**config.mk**
```make
export PLATFORM = sky130hd
export DESIGN_NAME = uart_bridge_nch
export DESIGN_NICKNAME = d
export VERILOG_FILES = /design/src/rtl/uart_bridge_pkg.sv /design/src/rtl/uart.sv /design/src/rtl/uart_bridge_ctrl.sv /design/src/rtl/uart_fifo.sv /design/src/rtl/uart_bridge_nch.sv
export SDC_FILE = /design/constraint.sdc
export NUM_CORES = 1
export LEC_CHECK = 0
export ABC_AREA = 1
export CORE_ASPECT_RATIO = 1.2
export CORE_UTILIZATION = 30
export DETAILED_ROUTE_END_ITERATION = 10
export GPL_TIMING_DRIVEN = 0
export PLACE_DENSITY_LB_ADDON = 0.2
export SLEW_MARGIN = 20
export SYNTH_ARGS = -nofsm -noshare
export SYNTH_HDL_FRONTEND = slang
export SYNTH_HIERARCHICAL = 1
export SYNTH_SLANG_ARGS = --single-unit
export TNS_END_PERCENT = 1
```
**constraint.sdc**
```tcl
create_clock -name clk -period 2.77 [get_ports clk]
set_input_delay 0.277 -clock clk [delete_from_list [all_inputs] [get_ports clk]]
set_output_delay 0.277 -clock clk [all_outputs]
set_load 0.03 [all_outputs]
```
**src/rtl/uart_bridge_pkg.sv**
```systemverilog
// Shared constants, FSM encoding and routing helper for the N-channel UART bridge.
package uart_bridge_pkg;

  localparam logic [1:0] MODE_ECHO = 2'b00;
  localparam logic [1:0] MODE_RING = 2'b01;
  localparam logic [1:0] MODE_DISP = 2'b10;
  localparam logic [1:0] MODE_HALT = 2'b11;

  typedef enum logic [1:0] {
    SCAN = 2'b00,
    XFER = 2'b01,
    SHOW = 2'b10
  } state_e;

  // Destination channel for a byte received on channel i: itself in echo, next channel in ring.
  function automatic int unsigned dst(input logic [1:0] mode, input int unsigned i,
                                      input int unsigned nch);
    if (mode == MODE_RING) return (i + 1 < nch) ? i + 1 : 0;
    return i;
  endfunction

endpackage

```
**src/rtl/uart.sv**
```systemverilog
// Oversampling UART core: baud tick, rx/tx serialisers and a FIFO on each side.
module uart #(
  parameter int DBIT     = 8,
  parameter int SB_TICK  = 16,
  parameter int DVSR     = 163,
  parameter int DVSR_BIT = 8,
  parameter int FIFO_W   = 2
) (
  input  logic            clk,
  input  logic            reset,
  input  logic            rd_uart,
  input  logic            wr_uart,
  input  logic            rx,
  input  logic [DBIT-1:0] w_data,
  output logic            tx_full,
  output logic            rx_empty,
  output logic            rx_full,
  output logic            tx,
  output logic [DBIT-1:0] r_data
);
  typedef enum logic [1:0] {IDLE, START, DATA, STOP} ser_e;

  logic [DVSR_BIT-1:0] baud_q;
  logic                tick, rx_done, tx_done, tx_empty, tx_q;
  ser_e                rx_st_q, tx_st_q;
  logic [5:0]          rx_s_q, tx_s_q;
  logic [3:0]          rx_n_q, tx_n_q;
  logic [DBIT-1:0]     rx_b_q, tx_b_q, tx_head;

  assign tick    = (baud_q == DVSR_BIT'(DVSR - 1));
  assign rx_done = (rx_st_q == STOP) && tick && (rx_s_q == 6'(SB_TICK - 1));
  assign tx_done = (tx_st_q == STOP) && tick && (tx_s_q == 6'(SB_TICK - 1));
  assign tx      = tx_q;

  // Baud-rate oversample tick generator.
  always_ff @(posedge clk) begin
    if (reset) baud_q <= '0;
    else       baud_q <= tick ? '0 : baud_q + 1'b1;
  end

  // Receiver: find start bit, sample each data bit mid-cell, wait out the stop bit.
  always_ff @(posedge clk) begin
    if (reset) begin
      rx_st_q <= IDLE;
      rx_s_q  <= '0;
      rx_n_q  <= '0;
      rx_b_q  <= '0;
    end else begin
      case (rx_st_q)
        IDLE: if (!rx) begin rx_st_q <= START; rx_s_q <= '0; end
        START: if (tick) begin
          if (rx_s_q == 6'd7) begin rx_st_q <= DATA; rx_s_q <= '0; rx_n_q <= '0; end
          else rx_s_q <= rx_s_q + 1'b1;
        end
        DATA: if (tick) begin
          if (rx_s_q == 6'd15) begin
            rx_s_q <= '0;
            rx_b_q <= {rx, rx_b_q[DBIT-1:1]};
            if (rx_n_q == 4'(DBIT - 1)) rx_st_q <= STOP;
            else rx_n_q <= rx_n_q + 1'b1;
          end else rx_s_q <= rx_s_q + 1'b1;
        end
        STOP: if (tick) begin
          if (rx_s_q == 6'(SB_TICK - 1)) rx_st_q <= IDLE;
          else rx_s_q <= rx_s_q + 1'b1;
        end
        default: rx_st_q <= IDLE;
      endcase
    end
  end

  // Transmitter: frame the FIFO head byte; the head is popped once its stop bit is done.
  always_ff @(posedge clk) begin
    if (reset) begin
      tx_st_q <= IDLE;
      tx_s_q  <= '0;
      tx_n_q  <= '0;
      tx_b_q  <= '0;
      tx_q    <= 1'b1;
    end else begin
      case (tx_st_q)
        IDLE: begin
          tx_q <= 1'b1;
          if (!tx_empty) begin tx_st_q <= START; tx_s_q <= '0; tx_b_q <= tx_head; end
        end
        START: begin
          tx_q <= 1'b0;
          if (tick) begin
            if (tx_s_q == 6'd15) begin tx_st_q <= DATA; tx_s_q <= '0; tx_n_q <= '0; end
            else tx_s_q <= tx_s_q + 1'b1;
          end
        end
        DATA: begin
          tx_q <= tx_b_q[0];
          if (tick) begin
            if (tx_s_q == 6'd15) begin
              tx_s_q <= '0;
              tx_b_q <= tx_b_q >> 1;
              if (tx_n_q == 4'(DBIT - 1)) tx_st_q <= STOP;
              else tx_n_q <= tx_n_q + 1'b1;
            end else tx_s_q <= tx_s_q + 1'b1;
          end
        end
        STOP: begin
          tx_q <= 1'b1;
          if (tick) begin
            if (tx_s_q == 6'(SB_TICK - 1)) tx_st_q <= IDLE;
            else tx_s_q <= tx_s_q + 1'b1;
          end
        end
        default: tx_st_q <= IDLE;
      endcase
    end
  end

  uart_fifo #(.DW(DBIT), .AW(FIFO_W)) u_rx_fifo (
    .clk(clk), .reset(reset), .rd(rd_uart), .wr(rx_done), .w_data(rx_b_q),
    .empty(rx_empty), .full(rx_full), .r_data(r_data)
  );

  uart_fifo #(.DW(DBIT), .AW(FIFO_W)) u_tx_fifo (
    .clk(clk), .reset(reset), .rd(tx_done), .wr(wr_uart), .w_data(w_data),
    .empty(tx_empty), .full(tx_full), .r_data(tx_head)
  );
endmodule

```
**src/rtl/uart_bridge_ctrl.sv**
```systemverilog
// Round-robin bridge controller: moves bytes between uart channels or onto the LEDs.
//   state | meaning
//   SCAN  | examine channel ptr (echo/ring) or wait for a step tick (display)
//   XFER  | pop rx[src], push tx[dst], bump transfer count
//   SHOW  | pop rx[sel], latch the byte onto the LEDs
module uart_bridge_ctrl
  import uart_bridge_pkg::*;
#(
  parameter int NCH   = 2,
  parameter int SEL_W = 1,
  parameter int DBIT  = 8,
  parameter int CNT_W = 16
) (
  input  logic              clk_i,
  input  logic              reset_i,
  input  logic [1:0]        mode_i,
  input  logic [SEL_W-1:0]  sel_i,
  input  logic              step_i,
  input  logic [NCH-1:0]    rx_empty_i,
  input  logic [NCH-1:0]    tx_full_i,
  input  logic [NCH*DBIT-1:0] r_data_i,
  output logic [NCH-1:0]    rd_uart_o,
  output logic [NCH-1:0]    wr_uart_o,
  output logic [DBIT-1:0]   w_data_o,
  output logic [7:0]        led_o,
  output logic [CNT_W-1:0]  xfer_cnt_o
);
  localparam int PTR_W = (NCH > 2) ? $clog2(NCH) : 1;

  state_e           state_q;
  logic [PTR_W-1:0] ptr_q, src_q, ptr_d, dst_d;
  logic [NCH-1:0]   rd_q, wr_q;
  logic [7:0]       led_q;
  logic [CNT_W-1:0] xfer_cnt_q;
  logic             step_q, step_tick, sel_ready;
  logic [DBIT-1:0]  src_byte;
  logic [7:0]       src_byte8;

  assign ptr_d      = (ptr_q == PTR_W'(NCH - 1)) ? '0 : ptr_q + 1'b1;
  assign dst_d      = PTR_W'(dst(mode_i, 32'(ptr_q), NCH));
  assign step_tick  = step_i & ~step_q;
  assign sel_ready  = ({1'b0, sel_i} < (SEL_W+1)'(NCH)) && !rx_empty_i[sel_i];
  assign src_byte   = r_data_i[src_q*DBIT +: DBIT];
  assign w_data_o   = src_byte;
  assign rd_uart_o  = rd_q;
  assign wr_uart_o  = wr_q;
  assign led_o      = led_q;
  assign xfer_cnt_o = xfer_cnt_q;

  if (DBIT >= 8) begin : g_led_wide
    assign src_byte8 = src_byte[7:0];
  end else begin : g_led_narrow
    assign src_byte8 = {{(8-DBIT){1'b0}}, src_byte};
  end

  // Bridge FSM; strobes are registered one-hot so they are live exactly in XFER/SHOW.
  always_ff @(posedge clk_i) begin
    if (reset_i) begin
      state_q    <= SCAN;
      ptr_q      <= '0;
      src_q      <= '0;
      rd_q       <= '0;
      wr_q       <= '0;
      led_q      <= '0;
      xfer_cnt_q <= '0;
      step_q     <= 1'b0;
    end else begin
      step_q <= step_i;
      rd_q   <= '0;
      wr_q   <= '0;
      case (state_q)
        SCAN: begin
          if (mode_i == MODE_ECHO || mode_i == MODE_RING) begin
            if (!rx_empty_i[ptr_q] && !tx_full_i[dst_d]) begin
              state_q <= XFER;
              src_q   <= ptr_q;
              rd_q    <= NCH'(1) << ptr_q;
              wr_q    <= NCH'(1) << dst_d;
            end else begin
              ptr_q <= ptr_d;
            end
          end else if (mode_i == MODE_DISP && step_tick && sel_ready) begin
            state_q <= SHOW;
            src_q   <= PTR_W'(sel_i);
            rd_q    <= NCH'(1) << sel_i;
          end
        end
        XFER: begin
          if (xfer_cnt_q != '1) xfer_cnt_q <= xfer_cnt_q + 1'b1;
          ptr_q   <= ptr_d;
          state_q <= SCAN;
        end
        SHOW: begin
          led_q   <= src_byte8;
          state_q <= SCAN;
        end
        default: state_q <= SCAN;
      endcase
    end
  end
endmodule

```
**src/rtl/uart_fifo.sv**
```systemverilog
// Show-ahead FIFO used for the rx and tx paths of each uart core.
module uart_fifo #(
  parameter int DW = 8,
  parameter int AW = 2
) (
  input  logic          clk,
  input  logic          reset,
  input  logic          rd,
  input  logic          wr,
  input  logic [DW-1:0] w_data,
  output logic          empty,
  output logic          full,
  output logic [DW-1:0] r_data
);
  logic [DW-1:0] mem_q [2**AW];
  logic [AW-1:0] wp_q, rp_q;
  logic [AW:0]   cnt_q;
  logic          wr_en, rd_en;

  assign empty  = (cnt_q == '0);
  assign full   = (cnt_q == (AW+1)'(2**AW));
  assign wr_en  = wr & ~full;
  assign rd_en  = rd & ~empty;
  assign r_data = mem_q[rp_q];

  // Storage array; contents need no reset since cnt_q gates visibility.
  always_ff @(posedge clk) begin
    if (wr_en) mem_q[wp_q] <= w_data;
  end

  // Pointer and occupancy bookkeeping.
  always_ff @(posedge clk) begin
    if (reset) begin
      wp_q  <= '0;
      rp_q  <= '0;
      cnt_q <= '0;
    end else begin
      wp_q  <= wp_q + AW'(wr_en);
      rp_q  <= rp_q + AW'(rd_en);
      cnt_q <= cnt_q + (AW+1)'(wr_en) - (AW+1)'(rd_en);
    end
  end
endmodule

```
**src/rtl/uart_bridge_nch.sv**
```systemverilog
// Board top: NCH uart cores joined by the round-robin bridge controller.
module uart_bridge_nch
  import uart_bridge_pkg::*;
#(
  parameter int NCH      = 2,
  parameter int SEL_W    = 1,
  parameter int DBIT     = 8,
  parameter int SB_TICK  = 16,
  parameter int DVSR     = 163,
  parameter int DVSR_BIT = 8,
  parameter int FIFO_W   = 2,
  parameter int CNT_W    = 16
) (
  input  logic             clk,
  input  logic             reset,
  input  logic [NCH-1:0]   rx,
  output logic [NCH-1:0]   tx,
  input  logic [1:0]       mode,
  input  logic [SEL_W-1:0] sel,
  input  logic             step,
  output logic [NCH-1:0]   rx_empty,
  output logic [NCH-1:0]   rx_full,
  output logic [NCH-1:0]   tx_full,
  output logic [7:0]       led,
  output logic [CNT_W-1:0] xfer_cnt
);
  logic [NCH-1:0]      rd_uart, wr_uart;
  logic [DBIT-1:0]     w_data;
  logic [NCH*DBIT-1:0] r_data;

  for (genvar i = 0; i < NCH; i++) begin : g_ch
    uart #(
      .DBIT(DBIT), .SB_TICK(SB_TICK), .DVSR(DVSR), .DVSR_BIT(DVSR_BIT), .FIFO_W(FIFO_W)
    ) u_uart (
      .clk(clk), .reset(reset), .rd_uart(rd_uart[i]), .wr_uart(wr_uart[i]), .rx(rx[i]),
      .w_data(w_data), .tx_full(tx_full[i]), .rx_empty(rx_empty[i]), .rx_full(rx_full[i]),
      .tx(tx[i]), .r_data(r_data[i*DBIT +: DBIT])
    );
  end

  uart_bridge_ctrl #(.NCH(NCH), .SEL_W(SEL_W), .DBIT(DBIT), .CNT_W(CNT_W)) u_ctrl (
    .clk_i(clk), .reset_i(reset), .mode_i(mode), .sel_i(sel), .step_i(step),
    .rx_empty_i(rx_empty), .tx_full_i(tx_full), .r_data_i(r_data),
    .rd_uart_o(rd_uart), .wr_uart_o(wr_uart), .w_data_o(w_data),
    .led_o(led), .xfer_cnt_o(xfer_cnt)
  );
endmodule

```
[Word level (Yosys, flattened, before mapping)]
Memories as Yosys holds them, arrays and structs flattened. A register that Yosys moved wholly into a read port is not among the register bits.
Cells that the tools add are included.
Operators by class
  add/subtract/negate cells: 29
  $lt $le $gt $ge: 4
  equal/unequal tests: 78
  shift operators: 4
  muxes and demuxes: 133
  bitwise gates (word level): 21
  reductions and logical operators: 61
Operators with widths (number)
  6-bit two-way mux: 24
  2-bit two-way mux: 42
  4-bit two-way mux: 20
  2-bit by 1-bit != test with 1-bit output (second input constant): 27
  8-bit two-way mux: 6
  6-bit one-hot mux with 4 select lines: 2
  2-bit != test (second input constant): 18
  6-bit one-hot mux with 3 select lines: 2
  2-bit one-hot mux with 4 select lines: 4
  4-bit one-hot mux with 2 select lines: 4
  8-bit one-hot mux with 2 select lines: 2
  8-bit AND reduction: 4
  6-bit by 1-bit adder with 6-bit output (second input constant): 4
  6-bit by 4-bit == test with 1-bit output (second input constant): 4
  1-bit two-way mux: 24
  6-bit AND reduction: 4
  2-bit == test (second input constant): 10
  16-bit by 1-bit adder with 16-bit output (second input constant): 1
  2-bit by 1-bit adder with 2-bit output: 8
  4-bit by 1-bit adder with 4-bit output (second input constant): 4
  8-bit by 1-bit adder with 8-bit output (second input constant): 2
  4-bit by 3-bit == test with 1-bit output (second input constant): 4
  8-bit == test (second input constant): 2
  16-bit != test (second input constant): 1
  27 further kinds: 107
Word-level totals
  bits in registers: 159
  bits in writable memories: 128
  bits of input ports: 8
  output and inout bits: 32
  memories: 4
Memories
  g_ch[0].u_uart.u_rx_fifo.mem_q: words 4, bits a word 8, read ports 1, clocked after memory_dff 1, write ports 1, RTL line uart_fifo.sv:15  | logic [DW-1:0] mem_q [2**AW];
  g_ch[0].u_uart.u_tx_fifo.mem_q: words 4, bits a word 8, read ports 1, clocked after memory_dff 1, write ports 1, RTL line uart_fifo.sv:15
  g_ch[1].u_uart.u_rx_fifo.mem_q: words 4, bits a word 8, read ports 1, clocked after memory_dff 1, write ports 1, RTL line uart_fifo.sv:15
  g_ch[1].u_uart.u_tx_fifo.mem_q: words 4, bits a word 8, read ports 1, clocked after memory_dff 1, write ports 1, RTL line uart_fifo.sv:15

[Logic depth before layout (Yosys ltp)]
  word-level depth: 12
  depth in mapped cells: 14

[Hierarchy]
The synthesis kept the hierarchy.
By module, submodules not included
  uart_fifo: instances 4, cells an instance 128, area each 1591.5 µm², sequential area each 1101.1 µm²
  uart: instances 2, cells an instance 381, area each 2717.6 µm², sequential area each 980.9 µm²
  uart_bridge_ctrl: instances 1, cells an instance 248, area each 1690.4 µm², sequential area each 660.6 µm²

[Least setup slack after synthesis]
No wires, ideal clock.
  kind: reg2reg
  start point: register g_ch[0].u_uart.baud_q[0]
  end point: register g_ch[0].u_uart.u_tx_fifo.cnt_q[2]
  library setup time: 0.114 ns
  data arrival time: 2.035 ns
  data required time: 2.656 ns
  slack: 0.621 ns
  stages on the path, launching flop included: 14
  path through: dfxtp_1 inv_1 ha_1 nand2_1 nor2_4 nand2_8 nor2_1 nand2_1 nand2_1 nand2_1 ha_1 fa_1 xor2_1 nor2_1
On the way
  cells in the longest elaborated chain, start to end: 5
RTL lines
  start, declared: RTL line uart.sv:23  | logic [DVSR_BIT-1:0] baud_q;
  start signal, assigned: RTL line uart.sv:38  | else baud_q <= tick ? '0 : baud_q + 1'b1;
  8-bit == test: RTL line uart.sv:30  | assign tick = (baud_q == DVSR_BIT'(DVSR - 1));
  1-bit logical AND (2 in a row): RTL line uart.sv:32  | assign tx_done = (tx_st_q == STOP) && tick && (tx_s_q == 6'(SB_TICK - 1));
  named net g_ch[0].u_uart.tx_done: RTL line uart.sv:24  | logic tick, rx_done, tx_done, tx_empty, tx_q;
  1-bit AND: RTL line uart_fifo.sv:23  | assign rd_en = rd & ~empty;
  3-bit by 1-bit subtractor with 3-bit output: RTL line uart_fifo.sv:40  | cnt_q <= cnt_q + (AW+1)'(wr_en) - (AW+1)'(rd_en);
  end signal, assigned: RTL line uart_fifo.sv:40
  end, declared: RTL line uart_fifo.sv:17  | logic [AW:0] cnt_q;
The timed path passes the listed nets, and every way through them passes these cells.
A chain may end at the register's enable or synchronous reset.

[Final worst setup path]
  start point: register g_ch[1].u_uart.u_tx_fifo.cnt_q[1]
  end point: output port tx_full[1]
On the way
  cells in the longest elaborated chain, start to end: 1
RTL lines
  start, declared: RTL line uart_fifo.sv:17
  start signal, assigned: RTL line uart_fifo.sv:40
  3-bit == test: RTL line uart_fifo.sv:21  | assign full = (cnt_q == (AW+1)'(2**AW));
  end, declared: RTL line uart_bridge_nch.sv:23  | output logic [NCH-1:0] tx_full,
Every way passes these cells.

==> flow_results.org <==
** Final layout
- The top cell types in the final layout, fill and taps aside, are sky130_fd_sc_hd__nor2_1, sky130_fd_sc_hd__nand2_1, sky130_fd_sc_hd__dfxtp_1.
- The post-route netlist has 13.27% of its cells at a drive strength greater than 1.
- Fill cell total of the finished layout :: 4504
- The library cell used most frequently in the layout, excluding fill and tap cells, is sky130_fd_sc_hd__nor2_1.
- Number of nets in the final layout :: 1648
- The repair_antennas step left the layout with diodes totalling 0.
- Compared with the post-synthesis result, the final layout area differs by 16.25%.
- Final Cell Area :: 15680 sq um

** Synth
- For this run, the number of Yosys warnings is 6.
- Count of flip-flops with a built-in enable after synthesis :: 128
- Of the synthesized area, sequential elements account for 52.08%.
- Counting flops with an async set or reset pin after synthesis yields a share of 0%.
- In this run the cell area of the synthesized design comes to 13490 sq um.
- After synthesis, the netlist uses 43 different library cells.
- Counting every instance in the synthesized netlist gives 1522.
- For this run, the leading register cell type out of synthesis is sky130_fd_sc_hd__dfxtp_1.
- The number of nets in the synthesized netlist is 1575.
- After synthesis the netlist holds a flip-flop and latch count of 287.
- Mean area per synthesized cell :: 8.864 sq um

** STA
- Setup violations remaining at the end of the flow were counted as 0.
- Setup repair after global routing missed its margin :: no
- At the pin with the least slew margin, the transition time is 820.3 ps.
- Across the routed clock network, the largest skew measured is 9.893 ps.
- Sum of negative setup slack :: 0 ps
- Achievable frequency :: 0.3933 GHz
- Measured against its own limit, the worst slew margin works out to 45.01%.
- Number of hold violations in the final report :: 0
- Fin crit share :: 91.80%
- Subtracting the final worst setup slack from the clock period gives 2543 ps.
- The count of final max-slew check failures came to 0.

** Min path
- The path class of the tightest hold or removal check is primary input to register.

** Clock network
- TritonCTS built the clock tree.
- Buffers inserted during clock tree synthesis total 31.
- H-Tree Level Count :: 1
- No sink is reached through more buffers than the 3 on the longest clock path.
- Hold repair after CTS inserted 0 buffers.
- Post-CTS Setup Bufs :: 0
- Clock transition time at the flip-flop clock pins of the worst setup and hold paths :: 60 ps
- Clock tree synthesis found a total of 287 sinks.
- The clock reaches the later pin of the worst-skew pair after 570 ps.
- The tree is rooted in a sky130_fd_sc_hd__clkbuf_16.
- Post-cts repair resize count :: 0

** Pwr
- Relative contribution of combinational cells to total power :: 18.3%
- Summed over all nets, the switching power comes to 3.102 mW.
- The clock network burns 38.2% of the power.
- Standby leakage power :: 5.403 nW
- VDD IR-drop max :: 0.4572 mV
- Overall power consumption after layout is estimated at 10.81 mW.
- For this design the ratio of total power to cell area is 689.0 nW/um^2.
- Internal power comes to 7.704 mW.
- Net switching fraction of the power :: 28.71%
- Part of the power in registers :: 43.5%

** Detailed routing
- For this run, design rule violations remaining after detail routing come to 0.
- Number of vias in the routed layout :: 9980
- Dividing the detail-routed via count by the number of cells gives 4.580.
- For this block, the initial DRC count from the detailed router was 605.
- Number of optimization iterations in the first detailed-route pass :: 5
- After detailed routing, the total wire length is 30.13 mm.
- After detailed routing, the average wire length per cell comes to 13.83 um.
- Post-route ant nets :: 0

** Setup path
- At the worst endpoint, the required time is 2490 ps.
- STA classifies the critical path endpoint as a primary output.
- The largest single stage delay on the critical path is 780 ps.
- Of all nets on the critical path, the largest fanout is 3.
- Arr. time, crit path :: 2270 ps
- Cell with the largest stage delay on the worst path :: sky130_fd_sc_hd__clkdlybuf4s50_1
- Top Family by Delay on Critical Path :: buffers and inverters
- The worst setup path is of the register to primary output kind.
- STA classifies the critical path startpoint as a register.
- Critical path, cell by cell :: inv_2 > nand2_4 > nor2_1 > clkdlybuf4s50_1
- The number of buffers and inverters on the critical path is 2.

** Die
- The region available for standard cell placement spans 44140 sq um.
- Die boundary height :: 234.3 um
- Width of the chip :: 195.6 um
- 40 I/O pins were placed.
- The die covers 45830 sq um.
- Number of rows in the core area :: 84
- Effective utilization at floorplan :: 30.56%

** Placement
- Input and output buffers added on the ports amount to 39.
- Final estimated routing congestion in global placement :: 0.7895
- The HPWL after detailed placement is 20.95 mm.
- In this run the cell area measured after placement is 14670 sq um.

** Global route
- The number of global-route vias before repair is 9778.
- GR Util All Layers :: 13.31%
- The initial antenna violation count is 0.
- Pin count of the biggest net entering global routing :: 26
- Global routing finished with a remaining overflow of 0.
- Global-route wire length before repair :: 49.52 mm

** Run
- Max-capacitance violation count :: 0

** Outcome
- Status :: finished, final reports clean
## final cells by class
class	count	area (sq um)	share of cell area [%]
plain buffers	39	290.3	1.851
clock buffers	41	843.3	5.377
clock inverters	17	163.9	1.045
inverters	161	619.3	3.949
multi-input cells	1035	5635	35.93
flip-flops and latches	287	7027	44.80
well taps	559	699.4	4.460
repair buffers	40	405.4	2.585
## routing by layer
layer  routed length (um)  vias to the layer above  GRT usage (%)
li1                     -                     5198              -
met1                14080                     4611          16.83
met2                14420                      133          23.53
met3                 1055                       38          1.726
met4                  567                        0          4.134
met5                    0                        -              0
## worst paths after layout
| kind | from | endpoint | slack, ps | cells after the start |
|---|---|---|---|---|
| setup / recovery | g_ch[1].u_uart/u_tx_fifo/cnt_q[1] | tx_full[1] | 230 | 4 |
| hold / removal | reset | g_ch[1].u_uart/u_tx_fifo/wp_q[0] | 150 | 2 |
| setup reg to reg | g_ch[1].u_uart/tx_s_q[0] | g_ch[1].u_uart/u_tx_fifo/cnt_q[2] | 340 | 12 |
| hold reg to reg | g_ch[1].u_uart/tx_b_q[7] | g_ch[1].u_uart/tx_b_q[7] | 470 | 2 |
## flip-flops by register name (all words and copies together) (netlist names), 6 cells and up
signal,count
g_ch.u_uart/u_rx_fifo/mem_q,64
g_ch.u_uart/u_tx_fifo/mem_q,64
g_ch.u_uart/baud_q,16
g_ch.u_uart/rx_b_q,16
g_ch.u_uart/tx_b_q,16
u_ctrl/xfer_cnt_o,16
g_ch.u_uart/rx_s_q,12
g_ch.u_uart/tx_s_q,12
g_ch.u_uart/rx_n_q,8
g_ch.u_uart/tx_n_q,8
u_ctrl/led_o,8
g_ch.u_uart/u_rx_fifo/cnt_q,6
g_ch.u_uart/u_tx_fifo/cnt_q,6
## cells in the mapped netlist (all sizes together) (27+ instances only)
cell type	count	area, sq um
dfxtp	159	3183
o22ai	32	200.2
ha	41	513.0
nand2	278	1166
nor3	43	247.7
nor2	287	1205
nand3	77	445.4
buf	27	240.2
o21ai	122	685.7
inv	160	615.6
edfxtp	128	3844
a21oi	79	402.9
## power by group through the flow
stage | clock network [mW] | logic, mW | registers (mW)
2_1_floorplan | 0 | 1.57 | 4.78
3_3_place_gp | 0 | 1.97 | 4.79
3_5_place_dp | 0 | 1.99 | 4.79
4_1_cts | 4.27 | 2.00 | 4.70
5_1_grt | 4.41 | 2.29 | 4.73
6_report | 4.12 | 1.98 | 4.70
## through the flow
step / setup slack, ps / hold WS, ps / utilization, % / cells
finish: 227.1 / 153.1 / 35.53 / 2179
global route: 57.49 / 157.0 / 35.53 / 2179
CTS: 115.2 / 137.1 / 35.52 / 2179
detailed placement: 158.6 / 458.1 / 33.24 / 2121
global placement: -1100 / 447.0 / 33.03 / 2120
floorplan: 620.6 / 339.4 / - / 1522
## cells by family after synthesis
| kind of cell | synth area share (%) |
|---|---|
| simple gates | 24.06 |
| flops | 52.08 |
| compound gates | 9.719 |
| buf+inv | 6.742 |
| fa+ha+maj | 4.396 |
| mux | 1.706 |
| xor+xnor | 1.298 |
## worst register-to-register path: stages, from the launching register on
cell	delay, ps
sky130_fd_sc_hd__dfxtp_1	380
sky130_fd_sc_hd__ha_1	200
sky130_fd_sc_hd__nand2_2	100
sky130_fd_sc_hd__nor2_4	110
sky130_fd_sc_hd__nand4_1	110
sky130_fd_sc_hd__nor2_1	330
sky130_fd_sc_hd__nand2_1	140
sky130_fd_sc_hd__nand2_1	90
sky130_fd_sc_hd__nand2_1	50
sky130_fd_sc_hd__ha_1	190
sky130_fd_sc_hd__fa_1	370
sky130_fd_sc_hd__xor2_1	180
sky130_fd_sc_hd__nor2_1	50
Note: power is estimated with default switching activity, not from simulation.
